`src/rtl/lr_pkg.sv`:
```
// Shared types and constants for the logistic-regression class scheduler.
package lr_pkg;

    localparam int unsigned NTAP    = 81;
    localparam int unsigned PIX_W   = 7;
    localparam int unsigned SCORE_W = 32;
    localparam int unsigned CLS_W   = 4;
    localparam int unsigned WIN_W   = NTAP * PIX_W;
    localparam int unsigned CNT_W   = 3;

    typedef logic signed [SCORE_W-1:0] score_t;
    typedef logic [CLS_W-1:0]          cls_t;
    typedef logic [WIN_W-1:0]          win_t;

    typedef enum logic [1:0] {IDLE, ISSUE, WAIT, DONE} state_t;

    typedef struct packed {
        cls_t   cls;
        score_t score;
    } res_t;

    localparam score_t SCORE_MIN = {1'b1, {(SCORE_W-1){1'b0}}};

endpackage

```
`src/rtl/lr_class_sched_if.sv`:
```
// Window, datapath and result signals of the class scheduler.
interface lr_class_sched_if;
    import lr_pkg::*;

    logic   win_valid;
    logic   win_ready;
    win_t   win_data;
    win_t   dp_win;
    cls_t   dp_sel;
    score_t dp_score;
    logic   res_valid;
    logic   res_ready;
    cls_t   res_class;
    score_t res_score;
    logic   busy;

    modport slave (
        input  win_valid, win_data, dp_score, res_ready,
        output win_ready, dp_win, dp_sel, res_valid, res_class, res_score, busy
    );

    modport master (
        output win_valid, win_data, dp_score, res_ready,
        input  win_ready, dp_win, dp_sel, res_valid, res_class, res_score, busy
    );

endinterface

```
`src/rtl/lr_argmax_acc.sv`:
```
// Running argmax over per-class scores; strict greater-than keeps the lower index on ties.
module lr_argmax_acc
    import lr_pkg::*;
(
    input  logic   clk,
    input  logic   rst,
    input  logic   clear,
    input  logic   sample,
    input  score_t score,
    input  cls_t   cls,
    output score_t upd_score_c,
    output cls_t   upd_class_c
);

    score_t best_score;
    cls_t   best_class;

    // Best including the current sample, so the final class can be folded in the same cycle.
    always_comb begin
        upd_score_c = best_score;
        upd_class_c = best_class;
        if (score > best_score) begin
            upd_score_c = score;
            upd_class_c = cls;
        end
    end

    always_ff @(posedge clk) begin
        if (rst || clear) begin
            best_score <= SCORE_MIN;
            best_class <= '0;
        end else if (sample) begin
            best_score <= upd_score_c;
            best_class <= upd_class_c;
        end
    end

endmodule

```
`src/rtl/lr_class_sched.sv`:
```
// Steps one shared inner-product datapath through every class weight set and reports the argmax.
module lr_class_sched
    import lr_pkg::*;
#(
    parameter int unsigned NCLASS = 10,
    parameter int unsigned DP_LAT = 2
) (
    input logic             clk,
    input logic             rst,
    lr_class_sched_if.slave bus
);

    localparam cls_t LAST_CLS = CLS_W'(NCLASS - 1);

    state_t             state_q, state_d;
    win_t               win_q;
    cls_t               sel_q, sel_d;
    logic [CNT_W-1:0]   cnt_q, cnt_d;
    res_t               res_q, res_d;
    logic               win_ready_q, busy_q, res_valid_q;
    logic               load_win_c, clear_c, sample_c;
    score_t             upd_score_c;
    cls_t               upd_class_c;

    lr_argmax_acc u_acc (
        .clk         (clk),
        .rst         (rst),
        .clear       (clear_c),
        .sample      (sample_c),
        .score       (bus.dp_score),
        .cls         (sel_q),
        .upd_score_c (upd_score_c),
        .upd_class_c (upd_class_c)
    );

    // Next-state and sampling decisions.
    always_comb begin
        state_d    = state_q;
        sel_d      = sel_q;
        cnt_d      = cnt_q;
        res_d      = res_q;
        load_win_c = 1'b0;
        clear_c    = 1'b0;
        sample_c   = 1'b0;

        case (state_q)
            IDLE: begin
                if (bus.win_valid) begin
                    load_win_c = 1'b1;
                    clear_c    = 1'b1;
                    sel_d      = '0;
                    state_d    = ISSUE;
                end
            end
            ISSUE: begin
                if (DP_LAT == 0) begin
                    sample_c = 1'b1;
                end else begin
                    cnt_d   = CNT_W'(DP_LAT);
                    state_d = WAIT;
                end
            end
            WAIT: begin
                if (cnt_q == CNT_W'(1)) begin
                    sample_c = 1'b1;
                end else begin
                    cnt_d = cnt_q - CNT_W'(1);
                end
            end
            DONE: begin
                if (bus.res_ready) begin
                    state_d = IDLE;
                end
            end
            default: state_d = IDLE;
        endcase

        // A sample either advances to the next class or closes out the window.
        if (sample_c) begin
            if (sel_q == LAST_CLS) begin
                res_d   = '{cls: upd_class_c, score: upd_score_c};
                state_d = DONE;
            end else begin
                sel_d   = sel_q + CLS_W'(1);
                state_d = ISSUE;
            end
        end
    end

    always_ff @(posedge clk) begin
        if (rst) begin
            state_q     <= IDLE;
            win_q       <= '0;
            sel_q       <= '0;
            cnt_q       <= '0;
            res_q       <= '0;
            win_ready_q <= 1'b1;
            busy_q      <= 1'b0;
            res_valid_q <= 1'b0;
        end else begin
            state_q     <= state_d;
            sel_q       <= sel_d;
            cnt_q       <= cnt_d;
            res_q       <= res_d;
            win_ready_q <= (state_d == IDLE);
            busy_q      <= (state_d != IDLE);
            res_valid_q <= (state_d == DONE);
            if (load_win_c) begin
                win_q <= bus.win_data;
            end
        end
    end

    assign bus.win_ready = win_ready_q;
    assign bus.busy      = busy_q;
    assign bus.dp_win    = win_q;
    assign bus.dp_sel    = sel_q;
    assign bus.res_valid = res_valid_q;
    assign bus.res_class = res_q.cls;
    assign bus.res_score = res_q.score;

endmodule

```
`src/flat_wrapper.sv`:
```
// flat-port wrapper written by rule: the top's interface ports become plain ports
module lr_class_sched_flat import lr_pkg::*;
#(
    parameter int unsigned NCLASS = 10,
    parameter int unsigned DP_LAT = 2
)
  (clk, rst, bus_win_valid, bus_win_data, bus_dp_score, bus_res_ready, bus_win_ready, bus_dp_win, bus_dp_sel, bus_res_valid, bus_res_class, bus_res_score, bus_busy);
  lr_class_sched_if bus_i ();
  input logic clk;
  input logic rst;
  input wire logic [$bits(bus_i.win_valid)-1:0] bus_win_valid;
  input wire logic [$bits(bus_i.win_data)-1:0] bus_win_data;
  input wire logic [$bits(bus_i.dp_score)-1:0] bus_dp_score;
  input wire logic [$bits(bus_i.res_ready)-1:0] bus_res_ready;
  output wire logic [$bits(bus_i.win_ready)-1:0] bus_win_ready;
  output wire logic [$bits(bus_i.dp_win)-1:0] bus_dp_win;
  output wire logic [$bits(bus_i.dp_sel)-1:0] bus_dp_sel;
  output wire logic [$bits(bus_i.res_valid)-1:0] bus_res_valid;
  output wire logic [$bits(bus_i.res_class)-1:0] bus_res_class;
  output wire logic [$bits(bus_i.res_score)-1:0] bus_res_score;
  output wire logic [$bits(bus_i.busy)-1:0] bus_busy;
  assign bus_i.win_valid = bus_win_valid;
  assign bus_i.win_data = bus_win_data;
  assign bus_i.dp_score = bus_dp_score;
  assign bus_i.res_ready = bus_res_ready;
  assign bus_win_ready = bus_i.win_ready;
  assign bus_dp_win = bus_i.dp_win;
  assign bus_dp_sel = bus_i.dp_sel;
  assign bus_res_valid = bus_i.res_valid;
  assign bus_res_class = bus_i.res_class;
  assign bus_res_score = bus_i.res_score;
  assign bus_busy = bus_i.busy;
  lr_class_sched #(.NCLASS(NCLASS), .DP_LAT(DP_LAT)) u_core (.clk(clk), .rst(rst), .bus(bus_i));
endmodule
```
`config.mk`:
```
export PLATFORM = sky130hd
export DESIGN_NAME = lr_class_sched_flat
export DESIGN_NICKNAME = d
export VERILOG_FILES = /design/src/rtl/lr_pkg.sv /design/src/rtl/lr_class_sched_if.sv /design/src/rtl/lr_argmax_acc.sv /design/src/rtl/lr_class_sched.sv /design/src/flat_wrapper.sv
export SDC_FILE = /design/constraint.sdc
export NUM_CORES = 1
export LEC_CHECK = 0
export CORE_AREA = 2 2 470 472
export DETAILED_ROUTE_END_ITERATION = 8
export DIE_AREA = 0 0 472 474
export PLACE_DENSITY_LB_ADDON = 0.25
export SYNTH_ARGS = -nofsm -noshare
export SYNTH_HDL_FRONTEND = slang
export SYNTH_SLANG_ARGS = --single-unit
```
`constraint.sdc`:
```
create_clock -name clk -period 6.4 [get_ports clk]
set_input_delay 0.96 -clock clk [delete_from_list [all_inputs] [get_ports clk]]
set_output_delay 0.96 -clock clk [all_outputs]
set_load 0.005 [all_outputs]
```
==> results.md, run 1 <==
| Result | Reported |
|---|---|
| Largest area contributor in the netlist | dfxtp_1 |
| Worst Path Arrival | 4.83 ns |
| Static leakage power | 14.3 nW |
| Die Area | 224000 um2 |
| Starting density of the core | 10.9% |
| Die height | 474 um |
| Clock period minus worst slack | 4.21 ns |
| Number of optimization iterations in the first detailed-route pass | 7 |
| Number of global-route vias before repair | 25100 |
| Crit. End Element | register |
| Number of port buffers | 1212 |
| TritonCTS buffer count | 89 |
| Core area | 219000 um2 |
| Number of hold buffers added after CTS | 0 |
| Crit path launch type | input port |
| Placer congestion estimate | 0.844 |
| Number of cells after detailed placement | 6905 |
| Pwr/cell area | 280 nW/um2 |
| Vias after detailed routing | 25600 |
| TNS Setup | 0 ns |
| Num rows | 172 |
| Setup skew after layout | 0.0256 ns |
| Number of endpoints failing setup at the final stage | 0 |
| Buffers inserted during post-CTS setup optimization | 0 |
| DRC violation count after routing | 0 |
| Setup repair after global routing missed its margin | false |
| Pin count of the biggest net entering global routing | 192 |
| Starting DRT DRC Count | 1260 |
| Gate count of the mapped netlist | 3011 |
| Maximum achievable frequency | 0.237 GHz |
| Post-synthesis async set-or-reset flop share | 0% |
| Final routed wirelength across all metal layers | 166 mm |
| Setup crit start | bus_dp_score[31] |
| Synth Warn # | 0 |
| Worst hold path type | reg2reg |
| Die width | 472 um |
| Reg2Reg Launch Point | u_core.u_acc.best_score[31] |
| Worst reg2reg path depth | 9 |
| Capture point of the worst reg-to-reg path | u_core.bus.res_score[2] |
| CTS clock-pin slew for the worst setup and hold paths | 0.06 ns |
| Number of nets in the synthesized netlist | 3650 |
| Crit path to | u_core.bus.res_score[2] |
| Average cell area after synthesis | 7.89 um2 |
| Wire length of the first global-routing pass | 218 mm |
| # clock sinks | 651 |
| Start point of the worst hold path | u_core.bus.dp_win[356] |
| Post-synth EDFFs | 0 |
| Post-route clock period utilization | 65.8% |
| IR drop worst, VDD | 0.000193 V |
| Slew headroom | 19.5% |
| H-tree levels | 3 |
| Slew @ Worst Pin | 1.21 ns |
| Detailed-route wire length per cell | 23.4 um |
| GRT Resource Usage Total | 14.1% |
| Num ports | 1213 |
| Layout net count | 4764 |
| Slack of the worst reg-to-reg path | 2.53 ns |
| Worst-Skew Late Latency | 0.73 ns |
| Required time at the endpoint of the critical path | 7.02 ns |
| Max-Cap Viols | 0 |
| Critical path class | in2reg |
| Outcome | completed |
| Seq/Total Area, Yosys | 54.8% |
| Top cells by area in the synthesized netlist | dfxtp_1 (55%), nand2_1 (19%), a21oi_1 (12%) |
| Fin. max-slew vios | 0 |
| Syn Std Cell Area | 23800 um2 |
| Worst-path fanout max | 19 |
| Post-layout instance count excluding filler cells | 7086 |
| Number of failing hold endpoints at the final stage | 0 |
| Fraction of post-synthesis cell area in the top cell type by area | 54.8% |
| CTS Buffer Depth | 3 |
| Antenna violations before repair | 115 |
| GRT Residual Overflow | 0 |
| Root buffer selected by CTS | clkbuf_16 |
| Clock tree from TritonCTS | built |
| Synth Register Bits | 651 |
| Detailed placement HPWL | 131 mm |
| Synthesis-to-finish area growth | 76.9% |
| Top flip-flop cell by instance count after synthesis | dfxtp_1 |
| Number of gates given a new drive strength after cts | 0 |
| Synth unique cells | 41 |
| Fraction of final layout cells with drive strength greater than 1 | 4.56% |
| Number of vias per cell after detailed routing | 3.61 |
| Count of antenna-violating nets left after detailed routing | 0 |
cell usage after synthesis (2+ instances only):
cell      count
nand2_1    1217
dfxtp_1     651
a21oi_1     589
clkbuf_1    213
nor2_1       47
inv_1        39
nand3_1      39
ha_1         36
mux2i_1      36
o211ai_1     36
a311oi_1     35
buf_2        11
nand4_1      10
buf_1         4
nor2b_1       4
nor4_1        4
o21ai_0       4
a21o_1        3
buf_12        3
nor3_1        3
a31oi_1       2
and2_1        2
nor3b_1       2
nor4b_1       2
or2_2         2
or3_1         2
per-layer routing:
metal | GRT usage, % | part of all wire, % | up-vias
li1 | - | - | 12100
met1 | 16.4 | 40 | 12000
met2 | 23.1 | 46 | 1111
met3 | 6.38 | 11 | 269
met4 | 4.33 | 2.6 | 82
met5 | 0 | 0.33 | -
area by class of cell:
type / instances / area (um2)
Tap cell: 2871 / 3590
Antenna cell: 23 / 57.6
Clock inverter: 29 / 363
Clock buffer: 129 / 2580
Fill cell: 24600 / 177000
Timing Repair Buffer: 1255 / 12600
Multi-Input combinational cell: 2088 / 9680
Inverter: 40 / 150
Sequential cell: 651 / 13000
worst max-delay path: stages:
cell             delay, ns
clkdlybuf4s50_1       0.46
ha_1                  0.44
nand4_1               0.23
nor4_1                0.72
o31a_1                0.46
or3_1                 0.71
buf_4                 0.41
nand3_1               0.14
a311oi_1              0.28
sequential cells by signal, indices dropped and copies added, names as in the netlist:
register                 flops
u_core.bus.dp_win          567
u_core.bus.dp_sel            4
u_core.u_acc.best_score     32
u_core.bus.res_class         4
u_core.cnt_q                 3
u_core.bus.res_score        32
u_core.state_q               2
u_core.u_acc.best_class      4
u_core.bus.res_valid         1
u_core.bus.busy              1
u_core.bus.win_ready         1
kinds of logic (layout without fill, tap and decap cells):
| logic type | Yosys count | after routing | share of synthesized area, % |
|---|---|---|---|
| AOI/OAI and AO/OA | 679 | 679 | 15.4 |
| buffers and inverters | 272 | 1453 | 4.59 |
| and+or+nand+nor | 1336 | 1336 | 21.7 |
| muxes | 37 | 37 | 1.56 |
| adders and majority gates | 36 | 36 | 1.90 |
| other | 0 | 23 | 0 |
| DFF | 651 | 651 | 54.8 |
cell usage in the layout, fill, tap and decap left out, types with 33 or more instances in the layout:
| cell | n |
|---|---|
| clkdlybuf4s50_1 | 1211 |
| mux2i_1 | 36 |
| ha_1 | 36 |
| nand2_1 | 1216 |
| nand3_1 | 39 |
| clkbuf_16 | 90 |
| buf_4 | 33 |
| dfxtp_1 | 651 |
| o211ai_1 | 36 |
| a311oi_1 | 35 |
| a21oi_1 | 589 |
| nor2_1 | 46 |
| inv_1 | 39 |
through the flow:
step | hold slack, ns | setup slack [ns] | util [%] | power [mW] | instance area (um2)
6_report | 0.451 | 2.19 | 19.2 | 11.8 | 42000
5_1_grt | 0.464 | 2.16 | 19.2 | 12.3 | 42000
4_1_cts | 0.453 | 2.43 | 19.2 | 12.1 | 42000
3_5_place_dp | 0.445 | 1.61 | 17.9 | 6.76 | 39000
3_3_place_gp | 0.441 | 1.70 | 17.9 | 6.76 | 39000
2_1_floorplan | 0.435 | 3.14 | - | 5.26 | 23800
worst min path at each step:
stage	slack [ns]	cells after the start	end
after floorplan	0.43	2	u_core.u_acc.best_class[3]
after global placement	0.44	2	u_core.bus.dp_win[312]
after detailed placement	0.45	2	u_core.bus.dp_win[119]
after CTS	0.45	2	u_core.bus.dp_win[119]
after global routing	0.46	2	u_core.bus.dp_win[135]
final	0.45	2	u_core.bus.dp_win[356]
power by group:
group | total (mW) | switching, mW | internal (mW)
Combinational | 2.12 | 1.09 | 1.03
Sequential | 4.51 | 0.170 | 4.34
Clock | 5.14 | 2.17 | 2.97
Total | 11.8 | 3.43 | 8.34
Note: power is estimated with default switching activity, not from simulation.
==> run 2, diff against run 1 <==
==> constraint.sdc (replaced) <==
create_clock -name clk -period 4.2 [get_ports clk]
set_input_delay 0.63 -clock clk [delete_from_list [all_inputs] [get_ports clk]]
set_output_delay 0.63 -clock clk [all_outputs]
set_load 0.005 [all_outputs]
==> results.md, run 2 (synthesis results as in run 1) <==
| Result | Reported |
|---|---|
| Met2 WL | 77.3 mm |
| Top routing layer used | met5 |
| Root buffer selected by CTS | clkbuf_16 |
| Synthesis-to-finish area growth | 78.6% |
| Met1 WL | 65.5 mm |
| Buffers inserted during post-CTS setup optimization | 0 |
| Met3 Routed Length | 18.0 mm |
| Number of global-route vias before repair | 25200 |
| TNS Setup | 0 ns |
| Worst Path Arrival | 3.80 ns |
| Placer congestion estimate | 0.842 |
| Number of gates given a new drive strength after cts | 0 |
| Starting density of the core | 10.9% |
| Outcome | completed |
| Setup repair after global routing missed its margin | false |
| Layout net count | 4790 |
| Detailed-route wire length per cell | 23.2 um |
| Clock period minus worst slack | 3.17 ns |
| Die width | 472 um |
| Max-Cap Viols | 0 |
| CP max-delay cell | or3_1 |
| Placed Instance Area | 39400 um2 |
| Die height | 474 um |
| Top Family by Delay on Critical Path | compound AO/OA/AOI/OAI gates |
| Num rows | 172 |
| Post-route clock period utilization | 75.5% |
| Number of optimization iterations in the first detailed-route pass | 5 |
| Clock tree from TritonCTS | built |
| Starting DRT DRC Count | 1399 |
| Number of vias per cell after detailed routing | 3.60 |
| Final design utilization | 19.4% |
| GRT Residual Overflow | 0 |
| Capture point of the worst reg-to-reg path | u_core.u_acc.best_score[9] |
| Worst reg2reg path depth | 10 |
| Antenna violations before repair | 96 |
| Setup skew after layout | 0.0394 ns |
| CTS clock-pin slew for the worst setup and hold paths | 0.06 ns |
| Summed area of non-filler cells in the final layout | 42500 um2 |
| Vias after detailed routing | 25600 |
| Slack of the worst reg-to-reg path | 1.06 ns |
| Core area | 219000 um2 |
| Flip-flop count of the largest register after layout | 567 |
| Hold-critical path depth | 3 |
| IR drop worst, VDD | 0.000356 V |
| Fraction of final layout cells with drive strength greater than 1 | 5.23% |
| Pin count of the biggest net entering global routing | 116 |
| Num ports | 1213 |
| Worst hold path type | in2reg |
| Leading cell types in the layout, fill and taps excluded | nand2_1 (1216), clkdlybuf4s50_1 (1211), dfxtp_1 (651) |
| Crit path launch type | input port |
| Slew @ Worst Pin | 0.880 ns |
| Count of buffering cells on the critical path with inverters included | 3 |
| Slew headroom | 41.4% |
| Start point of the worst hold path | bus_win_data[447] |
| Worst-Skew Late Latency | 0.74 ns |
| GRT Resource Usage Total | 14.1% |
| Detailed placement HPWL | 134 mm |
| Worst stage delay on the critical path | 0.55 ns |
| Number of port buffers | 1212 |
| Fin. max-slew vios | 0 |
| Crit. End Element | register |
| Wire length of the first global-routing pass | 220 mm |
| Die Area | 224000 um2 |
| Leading cell type in the layout, fill and taps excluded | nand2_1 |
| Reg2Reg Launch Point | u_core.u_acc.best_score[26] |
| Required time at the endpoint of the critical path | 4.83 ns |
| Critical path class | in2reg |
| Worst-path fanout max | 17 |
| Static leakage power | 14.6 nW |
| Min-Delay Endpoint | u_core.bus.dp_win[447] |
| # clock sinks | 651 |
| Number of endpoints failing setup at the final stage | 0 |
| Number of failing hold endpoints at the final stage | 0 |
| Count of antenna-violating nets left after detailed routing | 0 |
| Critical Path, Cell by Cell | clkdlybuf4s50_1, ha_1, nand4_1, inv_1, a221oi_1, o211ai_1, or3_1, a21boi_4, buf_12, mux2i_1 |
| CTS Buffer Depth | 3 |
| TritonCTS buffer count | 88 |
| Maximum achievable frequency | 0.315 GHz |
| Number of hold buffers added after CTS | 0 |
| Final routed wirelength across all metal layers | 165 mm |
| H-tree levels | 3 |
| DRC violation count after routing | 0 |
| Pwr/cell area | 426 nW/um2 |
[run 2: per-stage QoR]
stage | instances | total power [mW] | hold WS [ns] | setup slack [ns]
final | 7116 | 18.1 | 0.437 | 1.03
after global routing | 7102 | 19.0 | 0.373 | 0.933
after CTS | 7096 | 18.5 | 0.337 | 1.04
after detailed placement | 6932 | 10.4 | 0.446 | 0.290
after global placement | 6932 | 10.4 | 0.441 | 0.387
after floorplan | 3011 | 8.01 | 0.435 | 1.27
[run 2: power breakdown]
part	internal [mW]	switching, mW	total, mW
Clock	4.66	3.26	7.92
Combinational	1.62	1.68	3.30
Sequential	6.62	0.265	6.88
Total	12.9	5.20	18.1
[run 2: how the worst max path moves through the flow]
stage                                      startpoint                          end  slack (ns)  depth (start not counted)
final                                bus_dp_score[26]   u_core.u_acc.best_score[9]        1.03                         10
after detailed placement             bus_dp_score[26]  u_core.u_acc.best_score[20]        0.29                         10
after global routing      u_core.u_acc.best_score[26]   u_core.u_acc.best_score[5]        0.93                         10
after CTS                 u_core.u_acc.best_score[26]   u_core.u_acc.best_class[0]        1.04                         10
after global placement               bus_dp_score[25]  u_core.u_acc.best_score[26]        0.39                         10
after floorplan                      bus_dp_score[14]   u_core.u_acc.best_class[2]        1.27                         11
[run 2: tightest hold or removal path: stages]
cell             delay (ns)
clkdlybuf4s50_1        0.40
nand2_1                0.06
a21oi_1                0.05
[run 2: routing by layer]
layer | vias up | track usage, %
met4 | 84 | 3.68
met2 | 1070 | 23.4
met5 | - | 0
met1 | 12000 | 16.5
met3 | 273 | 6.34
li1 | 12200 | -
[run 2: cell type report]
type,instances,area (um2)
Clock buffer,133,2590
Antenna cell,20,50.0
Clock inverter,31,420
Fill cell,24400,176000
Inverter,40,150
Tap cell,2871,3590
Sequential cell,651,13000
Timing Repair Buffer,1282,12900
Multi-Input combinational cell,2088,9680
